### src/rtl/pcpi_dispatch.sv
// PCPI dispatcher: decodes RV32M instructions from the CPU and routes each one to
// the multiplier or divider coprocessor, with timeout and abort handling.
module pcpi_dispatch #(
  parameter int TIMEOUT_CYCLES = 16,
  parameter bit ENABLE_DIV     = 1'b1
) (
  input  logic        clk,
  input  logic        reset,
  input  logic        cpu_pcpi_valid,
  input  logic [31:0] cpu_pcpi_insn,
  input  logic [31:0] cpu_pcpi_rs1,
  input  logic [31:0] cpu_pcpi_rs2,
  output logic        cpu_pcpi_wr,
  output logic [31:0] cpu_pcpi_rd,
  output logic        cpu_pcpi_wait,
  output logic        cpu_pcpi_ready,
  output logic [31:0] co_pcpi_insn,
  output logic [31:0] co_pcpi_rs1,
  output logic [31:0] co_pcpi_rs2,
  output logic        mul_pcpi_valid,
  input  logic        mul_pcpi_wr,
  input  logic [31:0] mul_pcpi_rd,
  input  logic        mul_pcpi_ready,
  output logic        div_pcpi_valid,
  input  logic        div_pcpi_wr,
  input  logic [31:0] div_pcpi_rd,
  input  logic        div_pcpi_ready
);

  typedef enum logic [1:0] {IDLE = 2'd0, BUSY = 2'd1, RESP = 2'd2, DRAIN = 2'd3} state_t;

  localparam int CW = (TIMEOUT_CYCLES < 2) ? 1 : $clog2(TIMEOUT_CYCLES + 1);
  localparam logic [CW-1:0] TO_LAST = CW'(TIMEOUT_CYCLES - 1);

  state_t        state_r, state_nxt_s;
  logic [CW-1:0] cnt_r, cnt_nxt_s;
  logic          sel_div_r, sel_div_nxt_s;
  logic [31:0]   insn_r, insn_nxt_s, rs1_r, rs1_nxt_s, rs2_r, rs2_nxt_s;
  logic          mul_valid_r, mul_valid_nxt_s, div_valid_r, div_valid_nxt_s;
  logic          wait_r, wait_nxt_s, ready_r, ready_nxt_s, wr_r, wr_nxt_s;
  logic [31:0]   rd_r, rd_nxt_s;
  logic          is_mext_s, claim_s, sel_ready_s, sel_wr_s;
  logic [31:0]   sel_rd_s;

  assign is_mext_s   = (cpu_pcpi_insn[6:0] == 7'b0110011) && (cpu_pcpi_insn[31:25] == 7'b0000001);
  assign claim_s     = cpu_pcpi_valid && is_mext_s && (!cpu_pcpi_insn[14] || ENABLE_DIV);
  // Only the coprocessor latched at claim time is listened to.
  assign sel_ready_s = sel_div_r ? div_pcpi_ready : mul_pcpi_ready;
  assign sel_wr_s    = sel_div_r ? div_pcpi_wr    : mul_pcpi_wr;
  assign sel_rd_s    = sel_div_r ? div_pcpi_rd    : mul_pcpi_rd;

  // Next-state and next-output computation; every output is registered below.
  always_comb begin
    state_nxt_s     = state_r;
    cnt_nxt_s       = cnt_r;
    sel_div_nxt_s   = sel_div_r;
    insn_nxt_s      = insn_r;
    rs1_nxt_s       = rs1_r;
    rs2_nxt_s       = rs2_r;
    mul_valid_nxt_s = 1'b0;
    div_valid_nxt_s = 1'b0;
    wait_nxt_s      = 1'b0;
    ready_nxt_s     = 1'b0;
    wr_nxt_s        = 1'b0;
    rd_nxt_s        = rd_r;
    case (state_r)
      IDLE: begin
        if (claim_s) begin
          state_nxt_s     = BUSY;
          cnt_nxt_s       = '0;
          sel_div_nxt_s   = cpu_pcpi_insn[14];
          insn_nxt_s      = cpu_pcpi_insn;
          rs1_nxt_s       = cpu_pcpi_rs1;
          rs2_nxt_s       = cpu_pcpi_rs2;
          mul_valid_nxt_s = !cpu_pcpi_insn[14];
          div_valid_nxt_s = cpu_pcpi_insn[14];
          wait_nxt_s      = 1'b1;
        end else begin
          state_nxt_s = IDLE;
        end
      end
      BUSY: begin
        // Abort outranks a coincident ready; ready outranks the timeout.
        if (!cpu_pcpi_valid) begin
          state_nxt_s = IDLE;
        end else if (sel_ready_s) begin
          state_nxt_s = RESP;
          ready_nxt_s = 1'b1;
          wr_nxt_s    = sel_wr_s;
          rd_nxt_s    = sel_rd_s;
        end else if (cnt_r == TO_LAST) begin
          state_nxt_s = DRAIN;
        end else begin
          cnt_nxt_s       = cnt_r + CW'(1);
          mul_valid_nxt_s = !sel_div_r;
          div_valid_nxt_s = sel_div_r;
          wait_nxt_s      = 1'b1;
        end
      end
      RESP: begin
        state_nxt_s = DRAIN;
      end
      DRAIN: begin
        if (!cpu_pcpi_valid) begin
          state_nxt_s = IDLE;
        end else begin
          state_nxt_s = DRAIN;
        end
      end
      default: begin
        state_nxt_s = IDLE;
      end
    endcase
  end

  // State, counter and output registers with synchronous reset.
  always_ff @(posedge clk) begin
    if (reset) begin
      state_r     <= IDLE;
      cnt_r       <= '0;
      sel_div_r   <= 1'b0;
      insn_r      <= 32'd0;
      rs1_r       <= 32'd0;
      rs2_r       <= 32'd0;
      mul_valid_r <= 1'b0;
      div_valid_r <= 1'b0;
      wait_r      <= 1'b0;
      ready_r     <= 1'b0;
      wr_r        <= 1'b0;
      rd_r        <= 32'd0;
    end else begin
      state_r     <= state_nxt_s;
      cnt_r       <= cnt_nxt_s;
      sel_div_r   <= sel_div_nxt_s;
      insn_r      <= insn_nxt_s;
      rs1_r       <= rs1_nxt_s;
      rs2_r       <= rs2_nxt_s;
      mul_valid_r <= mul_valid_nxt_s;
      div_valid_r <= div_valid_nxt_s;
      wait_r      <= wait_nxt_s;
      ready_r     <= ready_nxt_s;
      wr_r        <= wr_nxt_s;
      rd_r        <= rd_nxt_s;
    end
  end

  assign cpu_pcpi_wr    = wr_r;
  assign cpu_pcpi_rd    = rd_r;
  assign cpu_pcpi_wait  = wait_r;
  assign cpu_pcpi_ready = ready_r;
  assign co_pcpi_insn   = insn_r;
  assign co_pcpi_rs1    = rs1_r;
  assign co_pcpi_rs2    = rs2_r;
  assign mul_pcpi_valid = mul_valid_r;
  assign div_pcpi_valid = div_valid_r;

endmodule

### config.mk
export PLATFORM = sky130hd
export DESIGN_NAME = pcpi_dispatch
export DESIGN_NICKNAME = d
export VERILOG_FILES = /design/src/rtl/pcpi_dispatch.sv
export SDC_FILE = /design/constraint.sdc
export NUM_CORES = 1
export LEC_CHECK = 0
export BUFFER_PORTS_ARGS = -buffer_cell sky130_fd_sc_hd__buf_2
export CELL_PAD_IN_SITES_DETAIL_PLACEMENT = 0
export CELL_PAD_IN_SITES_GLOBAL_PLACEMENT = 1
export CORE_MARGIN = 3
export CORE_UTILIZATION = 34
export DETAILED_ROUTE_END_ITERATION = 16
export PLACE_DENSITY_LB_ADDON = 0.1
export SYNTH_ARGS = -nofsm -noshare
export SYNTH_HDL_FRONTEND = slang
export SYNTH_SLANG_ARGS = --single-unit
### constraint.sdc
create_clock -name clk -period 4.2 [get_ports clk]
set_input_delay 0.21 -clock clk [delete_from_list [all_inputs] [get_ports clk]]
set_output_delay 0.21 -clock clk [all_outputs]
set_load 0.005 [all_outputs]
==> out/qor.csv, run 1 <==
stage,metric,value,unit
run_status,outcome,"finished, final reports clean",
logic_synthesis,yosys_register_bits,140,
pwr,swShare,0.199,
critical_path,critPathArrivalTime,2.79,ns
final_layout,multi_input_comb_area,0.00240,mm^2
clock_tree,cts_buffer_depth,2,
timing,rsz0062_at_grt,false,
logic_synthesis,synthCells,619,
critical_path,max_stage_delay,0.59,ns
global_route,grt_pass1_wl,27600,um
critical_path,required,4.45,ns
final_layout,syn2layout_area_growth,39.2,%
route,drt-vias-per-instance,5.00,
timing,finalCritPeriodShare,0.603,
die,fp-row-count,46,
logic_synthesis,synth_flop_cell,dfxtp_1,
logic_synthesis,async_reset_ff_frac,0,
critical_path,path_cells,nor4b_1 > nand4b_1 > buf_4 > buf_4 > o21ai_0 > a21oi_1,
route,detail-route-antenna-nets,0,
hold_path,hp-class,in -> reg,
critical_path,cp_slowest_cell,nand4b_1,
clock_tree,cts_root_buf,clkbuf_16,
pwr,powerDensity,403,mW/mm^2
final_layout,fin_util,0.484,
pwr,seqPwrFrac,0.427,
global_route,grt_max_degree,87,
clock_tree,cts_sinks,140,
pwr,p_leak,3.34,nW
die,start_util,0.348,
placement,place_hpwl,12500,um
clock_tree,clkLatencyLatePin,0.40,ns
timing,fin_skew,0.00486,ns
critical_path,end_kind,flip-flop,
final_layout,final_common_cell,buf_2,
clock_tree,post-cts-setup-buffers,0,
logic_synthesis,yosysWarnings,0,
route,drc,0,
logic_synthesis,yosysSeqAreaShare,0.506,
die,ios,300,
clock_tree,cts_tree,done,
logic_synthesis,synth_area,0.00554,mm^2
route,drt-total-wl,17800,um
die,coreArea,0.0159,mm^2
pwr,clock_power_share,0.531,
logic_synthesis,synth_largest_area_cell,dfxtp_1,
timing,fmax,395,MHz
final_layout,layout-drive-gt1-share,0.389,
flow_run,cap_violations,0,
global_route,track_usage,0.191,
placement,portBuffers,299,
pwr,comb_power_share,0.042,
die,die_h,134,um
global_route,grt_pass1_vias,5355,
critical_path,worstPathMaxFanout,39,
global_route,grt_overflow,0,
logic_synthesis,syn_nets,789,
critical_path,path_delay_family,simple AND/OR/NAND/NOR gates,
pwr,peakVddDrop,0.000272,V
timing,fin_crit,2.53,ns
clock_tree,cts_resized,0,
critical_path,worstSetupStartpointType,flip-flop,
final_layout,fillers,1576,
placement,postPlaceCellArea,0.00705,mm^2
logic_synthesis,avgSynthCellArea,8.95,um^2
final_layout,seqCellArea,0.00280,mm^2
timing,drv_slew,0,
timing,tightestPinTransition,1.06,ns
critical_path,crit_top_cell,buf_4,
logic_synthesis,synth_edf_count,0,
clock_tree,cts_hold_buffers,0,
timing,setup_tns,0,ns
timing,slew_headroom,0.291,
global_route,antenna_found_initial,1,
route,drt_iter0_drc,321,
timing,finalSetupViolations,0,
final_layout,final_cell_mix,"298 x buf_2, 139 x dfxtp_1, 87 x a21oi_1",
clock_tree,path_clk_slew,0.06,ns
logic_synthesis,synth_top_cell_area_share,0.506,
route,first_pass_iters,4,
die,fp.dieW,134,um
clock_tree,cts-htree-levels,4,
critical_path,path_class,reg -> reg,
route,vias,5557,
final_layout,finalNetCount,1051,
timing,hold_viol_final,0,
clock_tree,cts_made_buffers,17,
placement,routabilityCongestion,0.787,
logic_synthesis,ys_types,37,
route,wl_per_cell,16.0,um
pwr,p_sw,0.620,mW
pwr,internal_power,2.49,mW
final_layout,design_area,0.00771,mm^2
critical_path,critPathBufInv,2,
die,die_area,0.0179,mm^2
logic_synthesis,synth_area_leaders,"dfxtp_1 51%, a21oi_1 7.9%, o21ai_0 7.8%",
==> sequential cells by signal (all words and copies together) (netlist names), named ones only <==
signal,flops
cnt_r,5
co_pcpi_insn,32
co_pcpi_rs1,32
co_pcpi_rs2,32
cpu_pcpi_rd,32
cpu_pcpi_ready,1
cpu_pcpi_wait,1
cpu_pcpi_wr,1
div_pcpi_valid,1
mul_pcpi_valid,1
state_r,1
==> power by group through the flow <==
stage | logic (mW) | registers [mW] | clock network (mW)
2_1_floorplan | 0.0425 | 1.36 | 0
3_3_place_gp | 0.131 | 1.36 | 0
3_5_place_dp | 0.131 | 1.36 | 0
4_1_cts | 0.132 | 1.33 | 1.69
5_1_grt | 0.145 | 1.33 | 1.76
6_report | 0.132 | 1.33 | 1.65
==> synth_stat cells (3+ instances only) <==
master / number
nor2_1: 35
o21ai_0: 86
inv_1: 4
o21a_1: 5
a21oi_1: 87
nand2_1: 5
ha_1: 3
or3_1: 3
dfxtp_1: 140
clkbuf_1: 38
mux2i_1: 36
buf_6: 7
and3_1: 10
buf_2: 17
nand3_1: 84
a211oi_1: 32
nor3_1: 4
==> cell type report <==
cell class / instances / area share
well taps: 216 / 0.0350
inverters: 4 / 0.00195
diodes: 1 / 0.000324
multi-input cells: 411 / 0.312
repair buffers: 307 / 0.202
flip-flops and latches: 140 / 0.363
clock inverters: 11 / 0.0245
clock buffers: 21 / 0.0610
==> worst register-to-register path, stage by stage, from the launching register on <==
cell	delay (ns)
dfxtp_1	0.37
nor4b_1	0.36
nand4b_1	0.59
buf_4	0.47
buf_4	0.29
o21ai_0	0.23
a21oi_1	0.09
==> cells by family after synthesis <==
logic type	Yosys count	synth area share
buffers and inverters	68	0.0607
muxes	37	0.0671
DFF	140	0.506
and+or+nand+nor	154	0.141
adders and majority gates	3	0.00677
AOI/OAI and AO/OA	217	0.218
==> through the flow <==
stage / hold WS, ns / power [mW] / cells / setup WS [ns]
global placement: 0.446 / 1.49 / 1078 / 1.53
CTS: 0.0346 / 3.15 / 1110 / 1.66
detailed placement: 0.457 / 1.49 / 1078 / 1.46
global route: 0.0306 / 3.23 / 1111 / 1.37
finish: 0.0526 / 3.11 / 1111 / 1.67
floorplan: 0.362 / 1.40 / 619 / 2.37
==> layer usage <==
metal  wire (um)  track usage  vias up
met5           0            0        -
met1        7420        0.236     2549
met4         266       0.0611        0
met3        1520       0.0676       22
met2        8600        0.314      228
li1            -            -     2758
==> path summary, 6_finish.rpt <==
| kind | start | endpoint | slack (ns) | depth (start not counted) |
|---|---|---|---|---|
| min reg2reg | co_pcpi_insn[0] | co_pcpi_insn[0] | 0.47 | 1 |
| max reg2reg | flip-flop | co_pcpi_insn[22] | 1.67 | 6 |
| max | flip-flop | co_pcpi_insn[22] | 1.67 | 6 |
| min | cpu_pcpi_rs1[6] | co_pcpi_rs1[6] | 0.05 | 3 |
No activity file was read; power rests on OpenSTA's default activity.
==> inputs of run 2 (changes only) <==
--- a/config.mk
+++ b/config.mk
@@ -5,11 +5,12 @@
 export SDC_FILE = /design/constraint.sdc
 export NUM_CORES = 1
 export LEC_CHECK = 0
+export ABC_AREA = 1
 export BUFFER_PORTS_ARGS = -buffer_cell sky130_fd_sc_hd__buf_2
 export CELL_PAD_IN_SITES_DETAIL_PLACEMENT = 0
 export CELL_PAD_IN_SITES_GLOBAL_PLACEMENT = 1
 export CORE_MARGIN = 3
-export CORE_UTILIZATION = 34
+export CORE_UTILIZATION = 30
 export DETAILED_ROUTE_END_ITERATION = 16
 export PLACE_DENSITY_LB_ADDON = 0.1
 export SYNTH_ARGS = -nofsm -noshare
==> constraint.sdc (replaced) <==
create_clock -name clk -period 2.6 [get_ports clk]
set_input_delay 0.13 -clock clk [delete_from_list [all_inputs] [get_ports clk]]
set_output_delay 0.13 -clock clk [all_outputs]
set_load 0.005 [all_outputs]
==> out/qor.csv, run 2 <==
stage,metric,value,unit,change
run_status,outcome,"finished, final reports clean",,unchanged
die,die_h,139,um,was 134 um
route,first_pass_iters,5,,was 4
clock_tree,cts-htree-levels,4,,unchanged
pwr,power,5.02,mW,was 3.11 mW
route,vias,5918,,was 5557
logic_synthesis,synth_flop_cell,dfxtp_1,,unchanged
logic_synthesis,syn_nets,850,,was 789
placement,routabilityCongestion,0.771,,was 0.787
placement,dp_cells,1159,,was 1078
route,drt-total-wl,18100,um,was 17800 um
logic_synthesis,synthCells,680,,was 619
logic_synthesis,avgSynthCellArea,7.78,um^2,was 8.95 um^2
hold_path,hp-class,in -> reg,,unchanged
pwr,p_sw,1.05,mW,was 0.620 mW
timing,drv_slew,0,,unchanged
final_layout,finalNetCount,1274,,was 1051
die,ios,300,,unchanged
timing,setup_tns,0,ns,unchanged
timing,finalCritPeriodShare,0.871,,was 0.603
critical_path,required,2.95,ns,was 4.45 ns
clock_tree,cts_made_buffers,17,,unchanged
final_layout,layout-drive-gt1-share,0.314,,was 0.389
global_route,antenna_found_initial,0,,was 1
logic_synthesis,yosysWarnings,0,,unchanged
pwr,seqPwrFrac,0.427,,about the same
hold_path,hold_depth,4,,was 3
final_layout,final_cell_mix,"299 x buf_2, 190 x nor2_1, 146 x dlygate4sd3_1",,"was 298 x buf_2, 139 x dfxtp_1, 87 x a21oi_1"
critical_path,worstRegToRegCells,8,,was 6
logic_synthesis,synth_edf_count,0,,unchanged
pwr,clock_power_share,0.508,,was 0.531
final_layout,fin_util,0.528,,was 0.484
pwr,swShare,0.210,,was 0.199
die,die_area,0.0193,mm^2,was 0.0179 mm^2
route,detail-route-antenna-nets,0,,unchanged
die,fp-row-count,47,,was 46
clock_tree,clkLatencyLatePin,0.41,ns,was 0.40 ns
route,drt-vias-per-instance,4.43,,was 5.00
clock_tree,cts_buffer_depth,2,,unchanged
clock_tree,cts_tree,done,,unchanged
critical_path,path_class,reg -> reg,,unchanged
clock_tree,path_clk_slew,0.06,ns,about the same
logic_synthesis,ys_types,29,,was 37
final_layout,antenna_cells,0,,was 1
global_route,grt_pass1_vias,5942,,was 5355
global_route,track_usage,0.185,,was 0.191
pwr,peakVddDrop,0.000420,V,was 0.000272 V
logic_synthesis,yosys_register_bits,140,,unchanged
final_layout,fin_cells,1336,,was 1111
route,drc,0,,unchanged
timing,slew_headroom,0.561,,was 0.291
timing,finalSetupViolations,0,,unchanged
timing,fmax,442,MHz,was 395 MHz
die,start_util,0.312,,was 0.348
critical_path,worstPathMaxFanout,43,,was 39
timing,fin_skew,0.00637,ns,was 0.00486 ns
logic_synthesis,synth_area_leaders,"dfxtp_1 53%, nor2_1 13%, o21ai_1 8.5%",,"was dfxtp_1 51%, a21oi_1 7.9%, o21ai_0 7.8%"
clock_tree,cts_root_buf,clkbuf_16,,unchanged
clock_tree,post-cts-setup-buffers,0,,unchanged
die,coreArea,0.0169,mm^2,was 0.0159 mm^2
flow_run,cap_violations,0,,unchanged
global_route,grt_overflow,0,,unchanged
die,fp.dieW,139,um,was 134 um
clock_tree,cts_hold_buffers,146,,was 0
pwr,comb_power_share,0.065,,was 0.042
final_layout,final_common_cell,buf_2,,unchanged
logic_synthesis,synth.most_common_cell,nor2_1,,was dfxtp_1
logic_synthesis,synthTopCellsByCount,"190 x nor2_1, 140 x dfxtp_1, 96 x nand2_1",,"was 140 x dfxtp_1, 87 x a21oi_1, 86 x o21ai_0"
logic_synthesis,yosysSeqAreaShare,0.530,,was 0.506
global_route,grt_pass1_wl,29400,um,was 27600 um
final_layout,fillers,1719,,was 1576
logic_synthesis,synth_top_cell_area_share,0.530,,was 0.506
logic_synthesis,synth_largest_area_cell,dfxtp_1,,unchanged
final_layout,syn2layout_area_growth,68.9,%,was 39.2%
critical_path,worstSetupStartpointType,flip-flop,,unchanged
critical_path,end_kind,flip-flop,,unchanged
critical_path,critPathArrivalTime,2.62,ns,was 2.79 ns
global_route,grt_max_degree,71,,was 87
route,drt_iter0_drc,223,,was 321
pwr,internal_power,3.97,mW,was 2.49 mW
placement,portBuffers,299,,unchanged
clock_tree,cts_sinks,140,,unchanged
timing,tightestPinTransition,0.659,ns,was 1.06 ns
logic_synthesis,synth_area,0.00529,mm^2,was 0.00554 mm^2
timing,timing.hold.ws,0.0517,ns,was 0.0526 ns
pwr,p_leak,4.63,nW,was 3.34 nW
timing,hold_viol_final,0,,unchanged
logic_synthesis,async_reset_ff_frac,0,,unchanged
route,wl_per_cell,13.6,um,was 16.0 um
placement,place_hpwl,11800,um,was 12500 um
pwr,powerDensity,562,mW/mm^2,was 403 mW/mm^2
timing,rsz0062_at_grt,false,,unchanged
timing,fin_crit,2.26,ns,was 2.53 ns
clock_tree,cts_resized,0,,unchanged
## run 2: final timing paths
| path | start | endpoint | slack (ns) |
|---|---|---|---|
| worst max register to register | state_r[0] | cpu_pcpi_rd[8] | 0.34 |
| worst min-delay path | div_pcpi_ready | div_pcpi_valid | 0.05 |
| worst min register to register | co_pcpi_insn[30] | co_pcpi_insn[30] | 0.44 |
| worst max-delay path | state_r[0] | cpu_pcpi_rd[8] | 0.34 |
## run 2: power groups by stage
stage | logic [mW] | registers (mW) | clock network, mW
after floorplan | 0.0497 | 2.19 | 0
after global routing | 0.359 | 2.14 | 2.72
after detailed placement | 0.189 | 2.19 | 0
after global placement | 0.190 | 2.19 | 0
after CTS | 0.325 | 2.14 | 2.62
final | 0.326 | 2.15 | 2.55
## run 2: stage by stage
| stage | area (um^2) | setup WS (ns) |
|---|---|---|
| 3_5_place_dp | 6860 | 0.789 |
| 6_report | 8940 | 0.336 |
| 5_1_grt | 8940 | 0.128 |
| 3_3_place_gp | 6860 | 0.818 |
| 4_1_cts | 8940 | 0.339 |
| 2_1_floorplan | 5290 | 1.15 |
## run 2: cell type report
cell class	count	area, um^2	share of cell area
multi-input combinational	469	2090	0.234
inverter	22	83.8	0.00938
clock inverter	13	193	0.0216
sequential	140	2800	0.314
tap	220	275	0.0308
clock buffer	18	429	0.0480
timing repair buffer	454	3060	0.343
## run 2: metal layers
metal  share of wire  GRT usage  vias up
li1                -          -     3068
met1            0.43      0.225     2598
met2            0.49      0.314      213
met3           0.055     0.0431       39
met4           0.030     0.0778        0
met5               0          0        -
## run 2: cells by family after synthesis
group	after synthesis	share of synthesized area
AND/OR/NAND/NOR	308	0.227
AO/OA/AOI/OAI	157	0.157
flip-flops	140	0.530
buffers and inverters	71	0.0773
adder cells (fa/ha/maj)	3	0.00709
multiplexers	1	0.00189
## run 2: critical path, cell delays in order (launching register included)
cell and delay [ns]:
dfxtp_1 0.37, nand2_2 0.12, inv_2 0.08, nand2_1 0.09
nor2_4 0.41, buf_12 0.27, o21ai_1 0.08, a31oi_1 0.19
dlygate4sd3_1 0.57
